$ cat src/rtl/tff_bank_multi.sv
// tff_bank_multi: WIDTH independent storage channels sharing clock, reset,
// enable and a run-time mode select (D / T / JK / SR). Provides a registered
// complement, a registered change-detect pulse and a sticky illegal-SR flag.
module tff_bank_multi #(
  parameter int unsigned          WIDTH     = 8,
  parameter logic [WIDTH-1:0]     RESET_VAL = {WIDTH{1'b0}}
) (
  input  logic             clk,
  input  logic             reset,
  input  logic             en,
  input  logic [1:0]       mode,
  input  logic [WIDTH-1:0] a,
  input  logic [WIDTH-1:0] b,
  input  logic             clr_err,
  output logic [WIDTH-1:0] q,
  output logic [WIDTH-1:0] qn,
  output logic             changed,
  output logic             sr_err
);

  typedef enum logic [1:0] {
    MODE_D  = 2'b00,
    MODE_T  = 2'b01,
    MODE_JK = 2'b10,
    MODE_SR = 2'b11
  } mode_e;

  // Next value of one channel given the mode, its current state and inputs.
  // The SR illegal code (s=r=1) holds the channel; flagging is done globally.
  function automatic logic next_bit(input mode_e m, input logic cur,
                                    input logic pa, input logic pb);
    logic nb;
    nb = cur;
    case (m)
      MODE_D:  nb = pa;
      MODE_T:  nb = cur ^ pa;
      MODE_JK: begin
        case ({pa, pb})
          2'b00:   nb = cur;
          2'b01:   nb = 1'b0;
          2'b10:   nb = 1'b1;
          2'b11:   nb = ~cur;
          default: nb = cur;
        endcase
      end
      MODE_SR: begin
        case ({pa, pb})
          2'b00:   nb = cur;
          2'b01:   nb = 1'b0;
          2'b10:   nb = 1'b1;
          2'b11:   nb = cur;
          default: nb = cur;
        endcase
      end
      default: nb = cur;
    endcase
    return nb;
  endfunction

  mode_e            mode_s;
  logic             sr_illegal_s;
  logic [WIDTH-1:0] q_d, q_q;
  logic [WIDTH-1:0] qn_d, qn_q;
  logic             changed_d, changed_q;
  logic             sr_err_d, sr_err_q;

  assign mode_s = mode_e'(mode);

  // Next-state computation for all channels and the status flags.
  always_comb begin
    q_d          = q_q;
    qn_d         = qn_q;
    changed_d    = 1'b0;
    sr_err_d     = sr_err_q;
    sr_illegal_s = (mode_s == MODE_SR) && (|(a & b));

    if (en) begin
      for (int i = 0; i < int'(WIDTH); i++) begin
        q_d[i] = next_bit(mode_s, q_q[i], a[i], b[i]);
      end
    end else begin
      q_d = q_q;
    end

    // Complement is its own flop so qn never depends combinationally on q.
    qn_d      = ~q_d;
    changed_d = (q_d != q_q);

    // A new illegal SR event beats a simultaneous clear.
    if (en && sr_illegal_s) begin
      sr_err_d = 1'b1;
    end else if (clr_err) begin
      sr_err_d = 1'b0;
    end else begin
      sr_err_d = sr_err_q;
    end
  end

  // State registers with synchronous reset taking priority over everything.
  always_ff @(posedge clk) begin
    if (reset) begin
      q_q       <= RESET_VAL;
      qn_q      <= ~RESET_VAL;
      changed_q <= 1'b0;
      sr_err_q  <= 1'b0;
    end else begin
      q_q       <= q_d;
      qn_q      <= qn_d;
      changed_q <= changed_d;
      sr_err_q  <= sr_err_d;
    end
  end

  assign q       = q_q;
  assign qn      = qn_q;
  assign changed = changed_q;
  assign sr_err  = sr_err_q;

endmodule

$ cat config.mk
export PLATFORM = sky130hd
export DESIGN_NAME = tff_bank_multi
export DESIGN_NICKNAME = d
export VERILOG_FILES = /design/src/rtl/tff_bank_multi.sv
export SDC_FILE = /design/constraint.sdc
export NUM_CORES = 1
export LEC_CHECK = 0
export BUFFER_PORTS_ARGS = -buffer_cell sky130_fd_sc_hd__buf_4
export CORE_UTILIZATION = 53
export CTS_CLUSTER_SIZE = 30
export DETAILED_ROUTE_END_ITERATION = 7
export HOLD_SLACK_MARGIN = 0.12
export MAX_ROUTING_LAYER = met4
export PLACE_DENSITY = 0.77
export SLEW_MARGIN = 10
export SYNTH_ARGS = -nofsm -noshare
export SYNTH_HDL_FRONTEND = slang
export SYNTH_SLANG_ARGS = --single-unit
export TNS_END_PERCENT = 20
$ cat constraint.sdc
create_clock -name clk -period 2.3 [get_ports clk]
set_input_delay 0.115 -clock clk [delete_from_list [all_inputs] [get_ports clk]]
set_output_delay 0.115 -clock clk [all_outputs]
set_load 0.01 [all_outputs]
# After elaboration in Yosys (flattened, before gate mapping)
# Index checks and enable logic that the tools add are counted.
# W data, S select, Z words.
dict set report op_classes {
  bitwise 18
  reduce_logical 21
  n_eq_ne 28
  n_mux 27
}
# op n
set op_table {}
lappend op_table {{$pmux W1 S4} 16}
lappend op_table {{$eq A2 B2 Y1 const B} 18}
lappend op_table {{$pmux W1 S3} 8}
lappend op_table {{$eq A2 B1 Y1 const B} 9}
lappend op_table {{$logic_not A2 Y1} 9}
lappend op_table {{$reduce_or A2 Y1} 8}
lappend op_table {{$and A8 B8 Y8} 1}
lappend op_table {{$mux W8} 1}
lappend op_table {{$ne A8 B8 Y1} 1}
lappend op_table {{$not A1 Y1} 8}
lappend op_table {{$not A8 Y8} 1}
lappend op_table {{$reduce_or A8 Y1} 1}
lappend op_table {{$xor A1 B1 Y1} 8}
lappend op_table {{$logic_and A1 B1 Y1} 2}
lappend op_table {{$mux W1} 2}
lappend op_table {{$reduce_bool A2 Y1} 1}
dict set report word_totals {
  out_inout_bits 18
  in_bits 22
  reg_bits 18
}

# Depth between registers and ports, before layout
dict set report logic_depth {
  ltp_word 6
  depth_mapped 9
  mapped_depth_nobuf 9
}

# Worst setup path after synthesis
# No wires, ideal clock.
dict set report synth_path {
  kind {reg2reg}
  from {register q_q[5] (netlist: q[5])}
  to {register changed_q (netlist: changed)}
  arrival_time_ns 1.622
  n_path_buf 0
  setup_ns 0.133
  period_less_slack_ns 1.755
  setup_slack_ns 0.545
  path_stages_with_launch 7
  cell_sequence {dfxtp_1 > inv_1 > a2111oi_0 > a221oi_1 > a311o_1 > o41ai_1 > a31oi_1}
}
dict set report synth_via {
  elab_chain_len 5
  elab_cells_between_ends 7
}
# element line
set synth_rtl {}
lappend synth_rtl {{start: declaration} 62} ;# logic [WIDTH-1:0] q_d, q_q;
lappend synth_rtl {{start signal: assignment} 107} ;# q_q <= q_d;
lappend synth_rtl {{$not A1 Y1} 42} ;# 2'b11: nb = ~cur;
lappend synth_rtl {{$pmux W1 S4} 38} ;# case ({pa, pb})
lappend synth_rtl {{$pmux W1 S4} 34} ;# case (m)
lappend synth_rtl {{$mux W8} 77} ;# if (en) begin
lappend synth_rtl {{$ne A8 B8 Y1 (*)} 87} ;# changed_d = (q_d != q_q);
lappend synth_rtl {{end signal: assignment} 109} ;# changed_q <= changed_d;
lappend synth_rtl {{end: declaration} 64} ;# logic changed_d, changed_q;
# Every way passes the cells marked *; elsewhere a longest branch is shown, timed or not.
# A chain may end at the register's enable or synchronous reset.

# Worst setup path after layout
# Same ends and word-level chain as after synthesis.

==> run metrics <==
status complete, no violations; Synth cell types 44; slowest CP cell dfxtp_1; Setup TNS 0 ns; FP Rows 19; Port Buffer Count 39; 1st-pass router iterations 4; # DRC 0; Mean Syn Cell Area between 7 and 8 um^2; Hold Violations, Final 0; RSZ-0062 raised after global routing false; Inserted Clock Buffers 3; maximum clock rate 488.6 MHz; Routed WL 3678 um; clk buf depth 2; Worst Skew 0.01310 ns; YS warnings 0; Post-CTS Hold Fix Bufs 3; GRT overflow 0; worst vdd ir 0.3302 mV; vias per cell 5.878; Post-Syn Instances roughly 200; Worst R2R Setup Slack 0.25 ns; Rel. slew slack 0.6989; CTS tree yes; pin count of the biggest net entering global routing 26; width of the die 55.65 um; Primary FF master, synth dfxtp_1; PwrDens between 400 and 500 nW/um^2; Clock Sinks 18; IO Pins 40; Worst Path Max Fanout 7; Worst setup SP type register; Final Cycle Share 0.8898; Worst-path clk slew roughly 0.12 ns; Setup crit end kind register; min cycle time layout ~2.0 ns; Nets about 280; share of cells above drive strength 1 0.1940; slowest cell delay on critical path 0.48 ns; post-synthesis sequential area ratio 0.2363; hpwl dp 2718 um; Total GRT Usage 0.2616; vias in the first global route 1438; htree depth 1; initial antenna violation count 0; critical-path cell list inv_1 > a2111oi_0 > a221oi_1 > a311o_1 > o41ai_1 > a31oi_1; Detail Route Antenna Nets 0; Cell Area, Synth 1525 um^2; area of the core about 2700 um^2; clock root cell clkbuf_4; flop and latch count out of synthesis 18; Leak between 0.9 and 1 nW; worst slew pin tran 0.4402 ns; synth-to-layout area growth 23.22%; Setup Buffers After CTS 0; first-pass GRT wire length 6368 um; Starting Density 0.5579; max_cap viols 0; via count ~1500; fraction of registers with async set/reset 0; arrival time worst endpoint 2.24 ns; Syn Nets roughly 240; Post-synth EDFFs 0; DRT iter0 DRCs 66; total die area 3096 um^2; DIE HEIGHT ~56 um; cts repair resizes 0; CP required 2.50 ns; Post-Route Utilization 0.6874; final setup fails 0; HP Class primary input to register; worst skew pair latency 0.30 ns; fin. max-slew vios 0; number of antenna diodes 0; wire length per cell ~14 um; GPL Wtd Cong 0.8667; CP Class register to register
-- synth_stat cells, types with 2 or more instances --
cell,number,area [um^2]
nor2_1,5,18.77
or3_1,3,18.77
o31ai_1,2,15.01
and3_1,3,18.77
buf_2,2,10.01
maj3_1,4,40.04
o32ai_1,2,17.52
o2bb2ai_1,2,17.52
a21oi_1,17,85.08
a21o_1,4,30.03
o21ai_0,14,70.07
o221ai_1,4,35.03
nor4_1,3,18.77
mux2i_1,3,30.03
ha_1,24,300.3
dfxtp_1,18,360.4
inv_1,25,93.84
o22ai_1,2,12.51
nand2_1,17,63.81
a31oi_1,3,18.77
nand2b_1,4,25.02
nor3_1,5,25.02
clkbuf_1,6,22.52
nand3_1,3,15.01
-- sequential cells by signal, indices dropped and copies added (netlist names) --
| name | flops |
|---|---|
| changed | 1 |
| q | 8 |
| qn | 8 |
| sr_err | 1 |
-- power by group --
| part | total, W | switching (W) | internal, W |
|---|---|---|---|
| clock network | 0.000202 | 0.000106 | 0.0000964 |
| logic | 0.000259 | 0.000137 | 0.000122 |
| registers | 0.000356 | 0.0000217 | 0.000334 |
-- per-stage QoR --
step / power, W / setup WS (ns) / area, um^2 / std cells / hold slack [ns]
detailed placement: 0.0006158 / 0.3564 / 1813 / 256 / 0.3920
floorplan: 0.0005059 / 0.5451 / 1525 / 195 / 0.1981
global route: 0.0008738 / 0.08207 / 1879 / 263 / 0.2013
global placement: 0.0006074 / 0.4168 / 1813 / 256 / 0.3816
CTS: 0.0008239 / 0.2955 / 1879 / 263 / 0.1930
finish: 0.0008172 / 0.2535 / 1879 / 263 / 0.2096
-- cell type report --
cell class / instances / area [um^2]
multi-input combinational: 142 / 1023
fill: 232 / 854.6
sequential: 18 / 360.3
timing repair buffer: 42 / 322.8
inverter: 26 / 97.59
tap: 31 / 38.79
clock buffer: 4 / 36.28
-- layer usage --
metal | vias up | share of wire | global-route usage
met5 | - | 0 | -
met4 | 0 | 0.0057 | 0.08571
met3 | 2 | 0.045 | 0.02093
met2 | 47 | 0.47 | 0.4234
met1 | 724 | 0.47 | 0.3474
li1 | 773 | - | -
-- cell usage in the layout (no fill, tap or decap), types with 4 or more instances in the layout --
cell type	n
buf_4	39
inv_1	25
ha_1	24
dfxtp_1	18
a21oi_1	17
nand2_1	17
o21ai_0	14
nor2_1	5
nor3_1	5
nand2b_1	4
o221ai_1	4
maj3_1	4
a21o_1	4
-- critical path: cells and delay by family (launching register included) --
kind	cells	cell delay [ns]
flip-flops	1	0.48
buffers and inverters	1	0.13
AO/OA/AOI/OAI	5	1.34
-- kinds of logic after synthesis --
group / Yosys count / share of synthesized area
simple gates: 48 / 0.1567
flops: 18 / 0.2363
buf+inv: 35 / 0.09270
xor+xnor: 1 / 0.005743
fa+ha+maj: 28 / 0.2231
mux: 3 / 0.01969
compound gates: 62 / 0.2658
-- worst paths after layout --
| kind | start | end | cells past startpoint |
|---|---|---|---|
| worst min-delay path | en | changed$_SDFF_PP0_ | 3 |
| worst max register to register | q[5]$_SDFF_PP0_ | changed$_SDFF_PP0_ | 6 |
| worst max-delay path | q[5]$_SDFF_PP0_ | changed$_SDFF_PP0_ | 6 |
| worst min register to register | q[6]$_SDFF_PP0_ | q[6]$_SDFF_PP0_ | 2 |
(Power assumes the default switching activity.)
